`src/rtl/seg_decode8.sv`:
```
// seg_decode8: sequential decoder from common-anode 8-segment codes to hex nibbles.
// One digit per cycle goes through a single shared decoder. The result is handed
// to the consumer with a valid/ready handshake.
// Optional feature: define SEG_DP_CAPTURE_EN to add the oDp decimal-point port.
module seg_decode8 #(
    parameter int unsigned DIGITS     = 8,
    parameter logic [3:0]  ERR_NIBBLE = 4'h0
) (
    input  logic        iClk,
    input  logic        iRst,
    input  logic [63:0] iHex,
    input  logic        iValid,
    output logic        oReady,
    output logic [31:0] oNum,
    output logic [7:0]  oErr,
    output logic        oValid,
    input  logic        iReady
`ifdef SEG_DP_CAPTURE_EN
    ,
    output logic [7:0]  oDp
`endif
);

    localparam int unsigned HEX_W = 64;
    localparam int unsigned NUM_W = 32;
    localparam int unsigned DIG_W = 8;
    localparam int unsigned IDX_W = 3;
    localparam int unsigned NIB_W = 4;
    localparam int unsigned BYTE_W = 8;

    localparam logic [IDX_W-1:0] LAST_IDX = IDX_W'(DIGITS - 1);

    typedef enum logic [1:0] {
        IDLE   = 2'd0,
        DECODE = 2'd1,
        DONE   = 2'd2
    } stateT;

    stateT              state;
    stateT              stateNext;
    logic [HEX_W-1:0]   hexReg;
    logic [HEX_W-1:0]   hexNext;
    logic [IDX_W-1:0]   idx;
    logic [IDX_W-1:0]   idxNext;
    logic [NUM_W-1:0]   numNext;
    logic [DIG_W-1:0]   errNext;
    logic [BYTE_W-1:0]  curByte;
    logic [NIB_W-1:0]   decNib;
    logic               decBad;
`ifdef SEG_DP_CAPTURE_EN
    logic [DIG_W-1:0]   dpNext;
`else
    logic               unusedDpBit;
    assign unusedDpBit = curByte[BYTE_W-1];
`endif

    assign curByte = hexReg[{idx, 3'b000} +: BYTE_W];

    // Shared decoder: segment pattern (bits 6:0) to nibble, flag anything unknown.
    always_comb begin
        decNib = ERR_NIBBLE;
        decBad = 1'b0;
        case (curByte[6:0])
            7'h40: decNib = 4'h0;
            7'h79: decNib = 4'h1;
            7'h24: decNib = 4'h2;
            7'h30: decNib = 4'h3;
            7'h19: decNib = 4'h4;
            7'h12: decNib = 4'h5;
            7'h02: decNib = 4'h6;
            7'h78: decNib = 4'h7;
            7'h00: decNib = 4'h8;
            7'h10: decNib = 4'h9;
            7'h08: decNib = 4'hA;
            7'h03: decNib = 4'hB;
            7'h27: decNib = 4'hC;
            7'h21: decNib = 4'hD;
            7'h06: decNib = 4'hE;
            7'h0E: decNib = 4'hF;
            default: decBad = 1'b1;
        endcase
    end

    // Next-state and datapath update: capture, walk the digits, hold until taken.
    always_comb begin
        stateNext = state;
        hexNext   = hexReg;
        idxNext   = idx;
        numNext   = oNum;
        errNext   = oErr;
`ifdef SEG_DP_CAPTURE_EN
        dpNext    = oDp;
`endif
        case (state)
            IDLE: begin
                if (iValid) begin
                    hexNext   = iHex;
                    idxNext   = '0;
                    numNext   = '0;
                    errNext   = '0;
`ifdef SEG_DP_CAPTURE_EN
                    dpNext    = '0;
`endif
                    stateNext = DECODE;
                end
            end
            DECODE: begin
                numNext[{idx, 2'b00} +: NIB_W] = decNib;
                errNext[idx] = decBad;
`ifdef SEG_DP_CAPTURE_EN
                dpNext[idx]  = ~curByte[BYTE_W-1];
`endif
                if (idx == LAST_IDX) begin
                    stateNext = DONE;
                end else begin
                    idxNext = idx + IDX_W'(1);
                end
            end
            DONE: begin
                if (iReady) begin
                    stateNext = IDLE;
                end
            end
            default: stateNext = IDLE;
        endcase
    end

    // State and result registers; handshake flags follow the next state.
    always_ff @(posedge iClk) begin
        if (iRst) begin
            state  <= IDLE;
            hexReg <= '0;
            idx    <= '0;
            oNum   <= '0;
            oErr   <= '0;
            oReady <= 1'b1;
            oValid <= 1'b0;
`ifdef SEG_DP_CAPTURE_EN
            oDp    <= '0;
`endif
        end else begin
            state  <= stateNext;
            hexReg <= hexNext;
            idx    <= idxNext;
            oNum   <= numNext;
            oErr   <= errNext;
            oReady <= (stateNext == IDLE);
            oValid <= (stateNext == DONE);
`ifdef SEG_DP_CAPTURE_EN
            oDp    <= dpNext;
`endif
        end
    end

endmodule

```
`config.mk`:
```
export PLATFORM = sky130hd
export DESIGN_NAME = seg_decode8
export DESIGN_NICKNAME = d
export VERILOG_FILES = /design/src/rtl/seg_decode8.sv
export SDC_FILE = /design/constraint.sdc
export NUM_CORES = 1
export LEC_CHECK = 0
export CORE_MARGIN = 1
export CORE_UTILIZATION = 32
export DETAILED_ROUTE_END_ITERATION = 8
export PLACE_DENSITY_LB_ADDON = 0.25
export SYNTH_ARGS = -nofsm -noshare
export SYNTH_HDL_FRONTEND = slang
export SYNTH_SLANG_ARGS = --single-unit
```
`constraint.sdc`:
```
create_clock -name iClk -period 4.6 [get_ports iClk]
set_input_delay 0.69 -clock iClk [delete_from_list [all_inputs] [get_ports iClk]]
set_output_delay 0.69 -clock iClk [all_outputs]
set_load 0.01 [all_outputs]
```
### Yosys cells after proc, flatten, opt, wreduce, memory -nomap -nowiden

Index checks and enable logic that the tools add are counted.

* flip-flop bits (word level): 111
* memories kept: 0
* bits of input ports: 68
* latch bits: 0
* memory bits (writable): 0
* bits in read-only memories: 0
* output and inout bits: 42

* bitwise gates (word level): 0
* div/mod/pow operators: 0
* $lt $le $gt $ge: 2
* multiplexer cells: 17
* shifts and indexed selects: 3
* equality and inequality tests: 21
* add/subtract/negate cells: 2
* reductions and logical operators: 9
* $mul: 0

Operators by type and width (number)
* one-hot mux 32 bit (2 select lines): 1
* indexed part select 64 x 7 -> 7 bit: 1
* one-hot mux 4 bit (15 select lines): 1
* bitwise mux 32 bit: 1
* two-way mux 32 bit: 1
* variable shift 4 x 7 -> 32 bit (first input constant): 1
* indexed part select 4 x 7 -> 32 bit: 1
* equality test 7 x 6 -> 1 bit (second input constant): 4
* equality test 7 x 5 -> 1 bit (second input constant): 3
* equality test 7 bit (second input constant): 3
* one-hot mux 8 bit (2 select lines): 1
* OR reduction 16 bit: 1
* equality test 7 x 2 -> 1 bit (second input constant): 2
* equality test 7 x 4 -> 1 bit (second input constant): 2
* bitwise mux 8 bit: 1
* two-way mux 8 bit: 1
* equality test 7 x 3 -> 1 bit (second input constant): 1
* logical NOT 7 bit: 1
* negation 5 -> 7 bit: 1
* two-way mux 2 bit: 3
* two-way mux 3 bit: 2
* one-hot mux 2 bit (3 select lines): 1
* one-hot mux 3 bit (2 select lines): 1
* equality test 2 bit (second input constant): 2
* other kinds (13): 17

### Longest topological paths before layout

Gate-level depths: netlist of the first run.

* depth after elaboration: 6
* gate-level depth with buffers: 10

### Least setup slack after synthesis of the first run

OpenSTA, ideal clock, no wires.

* path type: register -> register
* start point: register idx[0]
* end point: register oNum[15]
* arrival: 2.328 ns
* cell stages (with the launch flop): 11
* slack: 2.188 ns
* period minus slack after synthesis: 2.412 ns
* buffers on the path: 3
* cell sequence: dfxtp_1 > buf_6 > buf_8 > inv_2 > mux4_2 > buf_6 > or3_1 > a21o_1 > a21oi_2 > o21ai_2 > o31ai_2

* word-level cells in the longest chain between the ends: 6
* elaborated cells between the ends (all ways): 22
* classes of those cells: 1 x add/sub; 14 x eq/ne; 3 x shift; 3 x mux; 1 x reduce/logical

Ends and longest elaborated chain
* start: declaration: RTL line 43 `logic [IDX_W-1:0] idx;`
* start signal: assignment: RTL line 144 `idx <= idxNext;`
* indexed part select 64 x 7 -> 7 bit: RTL line 57 `assign curByte = hexReg[{idx, 3'b000} +: BYTE_W];`
* equality test 7 x 4 -> 1 bit (tied with other cells): RTL line 63 `case (curByte[6:0])`
* one-hot mux 4 bit (15 select lines): RTL line 63
* indexed part select 4 x 7 -> 32 bit: RTL line 108 `numNext[{idx, 2'b00} +: NIB_W] = decNib;`
* bitwise mux 32 bit *: RTL line 108
* one-hot mux 32 bit (2 select lines) *: RTL line 94 `case (state)`
* end signal: assignment: RTL line 145 `oNum <= numNext;`
* end: declaration: RTL line 14 `output logic [31:0] oNum,`

Mark *: on every way between the ends. The rest lies on a longest branch, timed or not.
A chain may end at the register's enable or synchronous reset.

### Final worst setup path of the first run

* start point: register idx[0]
* end point: register oNum[9]

Same word-level chain as after synthesis.

==> impl_metrics.json, run 1 <==
{
  "outcome": "complete, no violations",
  "crit_start": "idx[0]",
  "yosysMostFrequentCell": "nand2_1",
  "rrSetupSlack_ns": 1.22,
  "synthFlopType": "dfxtp_1",
  "maxCapViolations": 0,
  "postSynth.asyncResetShare": 0,
  "core_um2": 13900,
  "nets": 674,
  "syn_area_um2": 4550,
  "fmax_mhz": 296,
  "finalSetupViolCount": 0,
  "pin_count": 110,
  "die_h_um": 121,
  "cts_sinks": 103,
  "required_ns": 4.88,
  "yosys-top-cells-area": "dfxtp_1 45%, nand2_1 12%, a21oi_1 6.7%, mux4_2 6.4%, a22o_1 4.6%",
  "synth_nets": 589,
  "antenna_cells": 0,
  "root_buffer": "clkbuf_16",
  "crit_type": "flop to flop",
  "endpoint": "oNum[9]",
  "fin_crit_sh": 0.736,
  "grt_max_degree": 59,
  "grt_pass1_vias": 3638,
  "die_area_um2": 14700,
  "wire_per_inst_um": 13.9,
  "htree_levels": 3,
  "netlist_instances": 517,
  "post-route-util": 0.433,
  "ir_drop_mv": 0.181,
  "synth_edf_count": 0,
  "placed_area_um2": 5640,
  "clock_skew_ns": 0.00538,
  "synth_top_area_share": 0.454,
  "period_minus_slack_ns": 3.38,
  "crit_path_start_kind": "flop",
  "fin_area_um2": 6010,
  "path_clk_slew_ns": 0.07,
  "antenna_found_initial": 0,
  "cp.arrival_ns": 3.67,
  "cts.path.max_buffers": 2,
  "cp-end-kind": "flop",
  "vias": 3882,
  "cts_tree": "yes",
  "yosysWarningCount": 0,
  "drt-total-wl_mm": 11.0,
  "synth_top_area_cell": "dfxtp_1",
  "slew_headroom": 0.302,
  "firstDrtPassIters": 4,
  "dieWidth_um": 121,
  "fillers": 1376,
  "drive_gt1_frac": 0.0857,
  "worstMarginPinSlew_ns": 1.04,
  "rsz0062_at_grt": "false",
  "area_delta_synth_final_pct": 32.2,
  "ctsHoldBuffers": 0,
  "clk_latency_ns": 0.34,
  "grt_pass1_wl_mm": 17.9,
  "post_cts_buffers": 0,
  "drc": 0,
  "reg2reg_depth": 7,
  "core.rowCount": 43,
  "gp_routability_congestion": 0.797,
  "synth-seq-cells": 103,
  "drtIter0Drc": 200,
  "viasPerCell": 4.93,
  "rr_startpoint": "idx[0]",
  "dp_slack_ns": 1.22,
  "fin_ws_ns": 1.22,
  "gr-total-overflow": 0,
  "synth_cell_types": 49,
  "yosysSeqAreaShare": 0.454,
  "power_leakage_nw": 2.16,
  "maxSlewViolCount": 0,
  "hold_slack_ns": 0.453,
  "synth_commonest_cells": "142 x nand2_1, 103 x dfxtp_1, 61 x a21oi_1",
  "min_path_type": "flop to flop",
  "numPortBuffers": 101,
  "antenna_left": 0,
  "hold_viol_final": 0,
  "ctsResizeCount": 0,
  "p_per_area_nw_per_um2": 359,
  "path_max_fanout": 12,
  "dp_hpwl_mm": 7.96,
  "initial_core_util": 0.327,
  "reg2reg_to": "oNum[9]",
  "avgSynthCellArea_um2": 8.79,
  "cts_buffers": 9,
  "fin_tns_setup_ns": 0,
  "grt_usage": 0.157
}
[sequential cells by signal, summed over array words and instances, names as in the netlist]
name	cells
hexReg	56
oReady	1
oErr	8
state	2
idx	3
oNum	32
oValid	1
[through the flow]
stage          cells  power [mW]
2_1_floorplan    517        1.15
3_3_place_gp     771        1.25
3_5_place_dp     771        1.26
4_1_cts          787        2.18
5_1_grt          787        2.25
6_report         787        2.16
[how the worst min path moves through the flow]
stage                from         end  slack (ns)  cells past startpoint
2_1_floorplan  hexReg[17]  hexReg[17]        0.43                      2
3_3_place_gp   hexReg[38]  hexReg[38]        0.44                      2
3_5_place_dp   hexReg[25]  hexReg[25]        0.44                      2
4_1_cts        hexReg[25]  hexReg[25]        0.45                      2
5_1_grt         hexReg[0]   hexReg[0]        0.47                      2
6_report       hexReg[25]  hexReg[25]        0.45                      2
[placed cells by master (no fill, tap or decap), drive strengths merged, types with 3 or more instances in the layout]
| cell | netlist | routed |
|---|---|---|
| dfxtp | 103 | 103 |
| clkdlybuf4s50 | 0 | 100 |
| nand2 | 143 | 143 |
| a22oi | 3 | 3 |
| mux2i | 17 | 17 |
| nor2 | 25 | 25 |
| ha | 4 | 4 |
| nor4 | 4 | 4 |
| nand3 | 14 | 14 |
| nand2b | 6 | 6 |
| a22o | 24 | 24 |
| nor3 | 7 | 7 |
| inv | 4 | 4 |
| nand4 | 6 | 6 |
| buf | 13 | 5 |
| o31ai | 4 | 4 |
| and2 | 5 | 5 |
| mux2 | 4 | 4 |
| xnor2 | 3 | 3 |
| nor2b | 3 | 3 |
| bufinv | 0 | 4 |
| clkbuf | 18 | 11 |
| mux4 | 13 | 13 |
| o21ai | 16 | 16 |
| a21oi | 62 | 62 |
[metal layers]
metal	vias up	wire [um]	track usage
li1	1977	-	-
met4	0	148	0.0509
met3	13	559	0.0352
met1	1777	5090	0.205
met5	-	0	0
met2	115	5170	0.257
[where the power goes]
| group | leakage, nW | switching, mW | internal, mW | total (mW) |
|---|---|---|---|---|
| clock network | 0.180 | 0.323 | 0.603 | 0.926 |
| logic | 1.14 | 0.159 | 0.125 | 0.285 |
| registers | 0.839 | 0.0218 | 0.926 | 0.948 |
| total | 2.16 | 0.504 | 1.65 | 2.16 |
[final cells by class]
cell class,instances,area (um2),share of cell area
repair buffers,105,1040,0.172
clock inverters,5,129,0.0214
well taps,180,225,0.0375
multi-input cells,379,2300,0.383
inverters,4,15.0,0.00250
clock buffers,11,243,0.0404
flip-flops and latches,103,2060,0.343
[worst max-delay path, cell delays in order, from the launching register on]
cell	delay (ns)
dfxtp_1	0.86
buf_4	0.30
mux4_2	0.52
mux2i_1	0.27
nand2_1	0.18
nor4_1	0.58
nand2b_1	0.43
a22o_1	0.19
[cells by family (layout without fill, tap and decap cells)]
| logic type | after synthesis | after routing | synth area share |
|---|---|---|---|
| buf+inv | 35 | 125 | 0.0410 |
| xor+xnor | 3 | 3 | 0.00578 |
| flops | 103 | 103 | 0.454 |
| fa+ha+maj | 4 | 4 | 0.0110 |
| compound gates | 118 | 118 | 0.166 |
| mux | 34 | 34 | 0.115 |
| simple gates | 220 | 220 | 0.208 |
No activity file was read; power rests on OpenSTA's default activity.
==> run 2, diff against run 1 <==
==> constraint.sdc (replaced) <==
create_clock -name iClk -period 2.85 [get_ports iClk]
set_input_delay 0.4275 -clock iClk [delete_from_list [all_inputs] [get_ports iClk]]
set_output_delay 0.4275 -clock iClk [all_outputs]
set_load 0.01 [all_outputs]
==> impl_metrics.json, run 2 (synthesized netlist as in run 1, its figures left out) <==
{
  "core_um2": 13900,
  "top_regs": "hexReg: 56 flops, oNum: 32 flops, oErr: 8 flops",
  "p_int_mw": 2.35,
  "maxSlewViolCount": 0,
  "crit_path_start_kind": "flop",
  "fin_ws_ns": 0.135,
  "grt_pass1_wl_mm": 18.6,
  "min-delay-start": "hexReg[0]",
  "required_ns": 3.08,
  "rsz0062_at_grt": "true",
  "gr-total-overflow": 0,
  "antenna_cells": 0,
  "hold_viol_final": 0,
  "largest_register_ffs": 56,
  "root_buffer": "clkbuf_16",
  "fmax_mhz": 368,
  "finalSetupViolCount": 0,
  "layout_commonest_cell": "nand2_1",
  "dp_hpwl_mm": 8.34,
  "reg2reg_to": "oNum[18]",
  "wire_per_inst_um": 14.3,
  "cp_cell_sequence": "buf_12 > buf_4 > mux4_2 > mux2_2 > xnor2_1 > nor4b_2 > a41oi_2 > nand2_2 > a22o_1",
  "gp_routability_congestion": 0.807,
  "reg2reg_depth": 9,
  "cts_sinks": 103,
  "cts_tree": "yes",
  "drt-total-wl_mm": 11.5,
  "hold_depth": 2,
  "grt_pass1_vias": 3903,
  "core.rowCount": 43,
  "fin_area_um2": 6100,
  "dp_slack_ns": 0.0145,
  "die_area_um2": 14700,
  "grtUsageMet1": 0.212,
  "grt_usage": 0.161,
  "worstMarginPinSlew_ns": 0.625,
  "comb_power_share": 0.155,
  "fin_crit_sh": 0.953,
  "drtIter0Drc": 192,
  "cpLargestDelayFamily": "multiplexers",
  "post-route-util": 0.439,
  "power_leakage_nw": 2.20,
  "p_per_area_nw_per_um2": 531,
  "cp.depth": 9,
  "fillers": 1418,
  "outcome": "complete, no violations",
  "viasPerCell": 4.99,
  "maxCapViolations": 0,
  "clock_skew_ns": 0.00765,
  "ir_drop_mv": 0.348,
  "cts.path.max_buffers": 2,
  "grt_max_degree": 62,
  "instances_no_fill": 802,
  "seq_power_share": 0.471,
  "top_usage_layer": "met2",
  "firstDrtPassIters": 4,
  "area_delta_synth_final_pct": 34.2,
  "fin_tns_setup_ns": 0,
  "grt_use_met2": 0.268,
  "dieWidth_um": 121,
  "die_h_um": 121,
  "p_clk_frac": 0.375,
  "holdPathEnd": "hexReg[0]",
  "period_minus_slack_ns": 2.72,
  "hold_slack_ns": 0.456,
  "cp-end-kind": "flop",
  "pin_count": 110,
  "path_max_fanout": 9,
  "cp_slowest_stage_delay_ns": 0.51,
  "crit_type": "flop to flop",
  "post_cts_buffers": 0,
  "rrSetupSlack_ns": 0.13,
  "min_path_type": "flop to flop",
  "placed_area_um2": 5780,
  "antenna_found_initial": 0,
  "drc": 0,
  "vias": 4003,
  "place_inst": 786,
  "antenna_left": 0,
  "clk_latency_ns": 0.34,
  "rr_startpoint": "idx[0]",
  "nets": 689,
  "cpMaxStageDelayCell": "mux4_2",
  "largest-register": "hexReg",
  "p_total_mw": 3.24,
  "numPortBuffers": 101,
  "drive_gt1_frac": 0.117,
  "initial_core_util": 0.327,
  "cp.arrival_ns": 2.95,
  "cts_buffers": 9,
  "p_switching_mw": 0.886,
  "path_clk_slew_ns": 0.08,
  "layout_common_cells": "141 x nand2_1, 103 x dfxtp_1, 100 x clkdlybuf4s50_1",
  "p_sw_frac": 0.274,
  "crit_buf_inv": 2,
  "slew_headroom": 0.583,
  "gr-usage-met3": 0.0277,
  "htree_levels": 3
}
==> run 2: routing by layer <==
| metal | wire length, um | up-vias |
|---|---|---|
| met5 | 0 | - |
| met4 | 182 | 0 |
| met3 | 515 | 15 |
| met2 | 5460 | 109 |
| met1 | 5300 | 1874 |
| li1 | - | 2005 |
==> run 2: cell type report <==
type	instances	area (um2)	area share
multi-input combinational	379	2330	0.383
sequential	103	2060	0.338
timing repair buffer	120	1170	0.192
clock buffer	10	239	0.0392
tap	180	225	0.0369
clock inverter	6	51.3	0.00841
inverter	4	15.0	0.00246
==> run 2: how the worst max path moves through the flow <==
stage                start        to  slack, ns
detailed placement  idx[0]  oNum[21]       0.01
CTS                 idx[0]  oNum[18]       0.01
global placement    idx[0]  oNum[21]       0.08
global route        idx[0]   oNum[2]      -0.02
floorplan           idx[0]  oNum[15]       0.44
finish              idx[0]  oNum[18]       0.13
==> run 2: worst register-to-register path, delay by kind of cell, from the launching register on <==
kind,cells,cell delay (ns)
and+or+nand+nor,2,0.29
AOI/OAI and AO/OA,2,0.49
muxes,2,0.84
DFF,1,0.38
buffers and inverters,2,0.35
xor gates and xnor gates,1,0.26
==> run 2: what timing repair did <==
action                     4_1_cts  5_1_grt
hold buffers                     0        0
gates resized for setup          1        5
cloned                           0        0
setup endpoints to repair        8       22
pin swaps                        0        0
==> run 2: power by group through the flow <==
stage / Combinational [mW] / Clock (mW) / Sequential (mW)
after floorplan: 0.308 / 0 / 1.55
after global placement: 0.480 / 0 / 1.56
after detailed placement: 0.492 / 0 / 1.56
after CTS: 0.495 / 1.24 / 1.52
after global routing: 0.554 / 1.29 / 1.53
final: 0.500 / 1.21 / 1.52
==> run 3, diff against run 2 <==
--- a/config.mk
+++ b/config.mk
@@ -5,7 +5,6 @@
 export SDC_FILE = /design/constraint.sdc
 export NUM_CORES = 1
 export LEC_CHECK = 0
-export CORE_MARGIN = 1
 export CORE_UTILIZATION = 32
 export DETAILED_ROUTE_END_ITERATION = 8
 export PLACE_DENSITY_LB_ADDON = 0.25
==> results of run 3 <==
Final layout, timing and power as in run 2 (identical DEF).
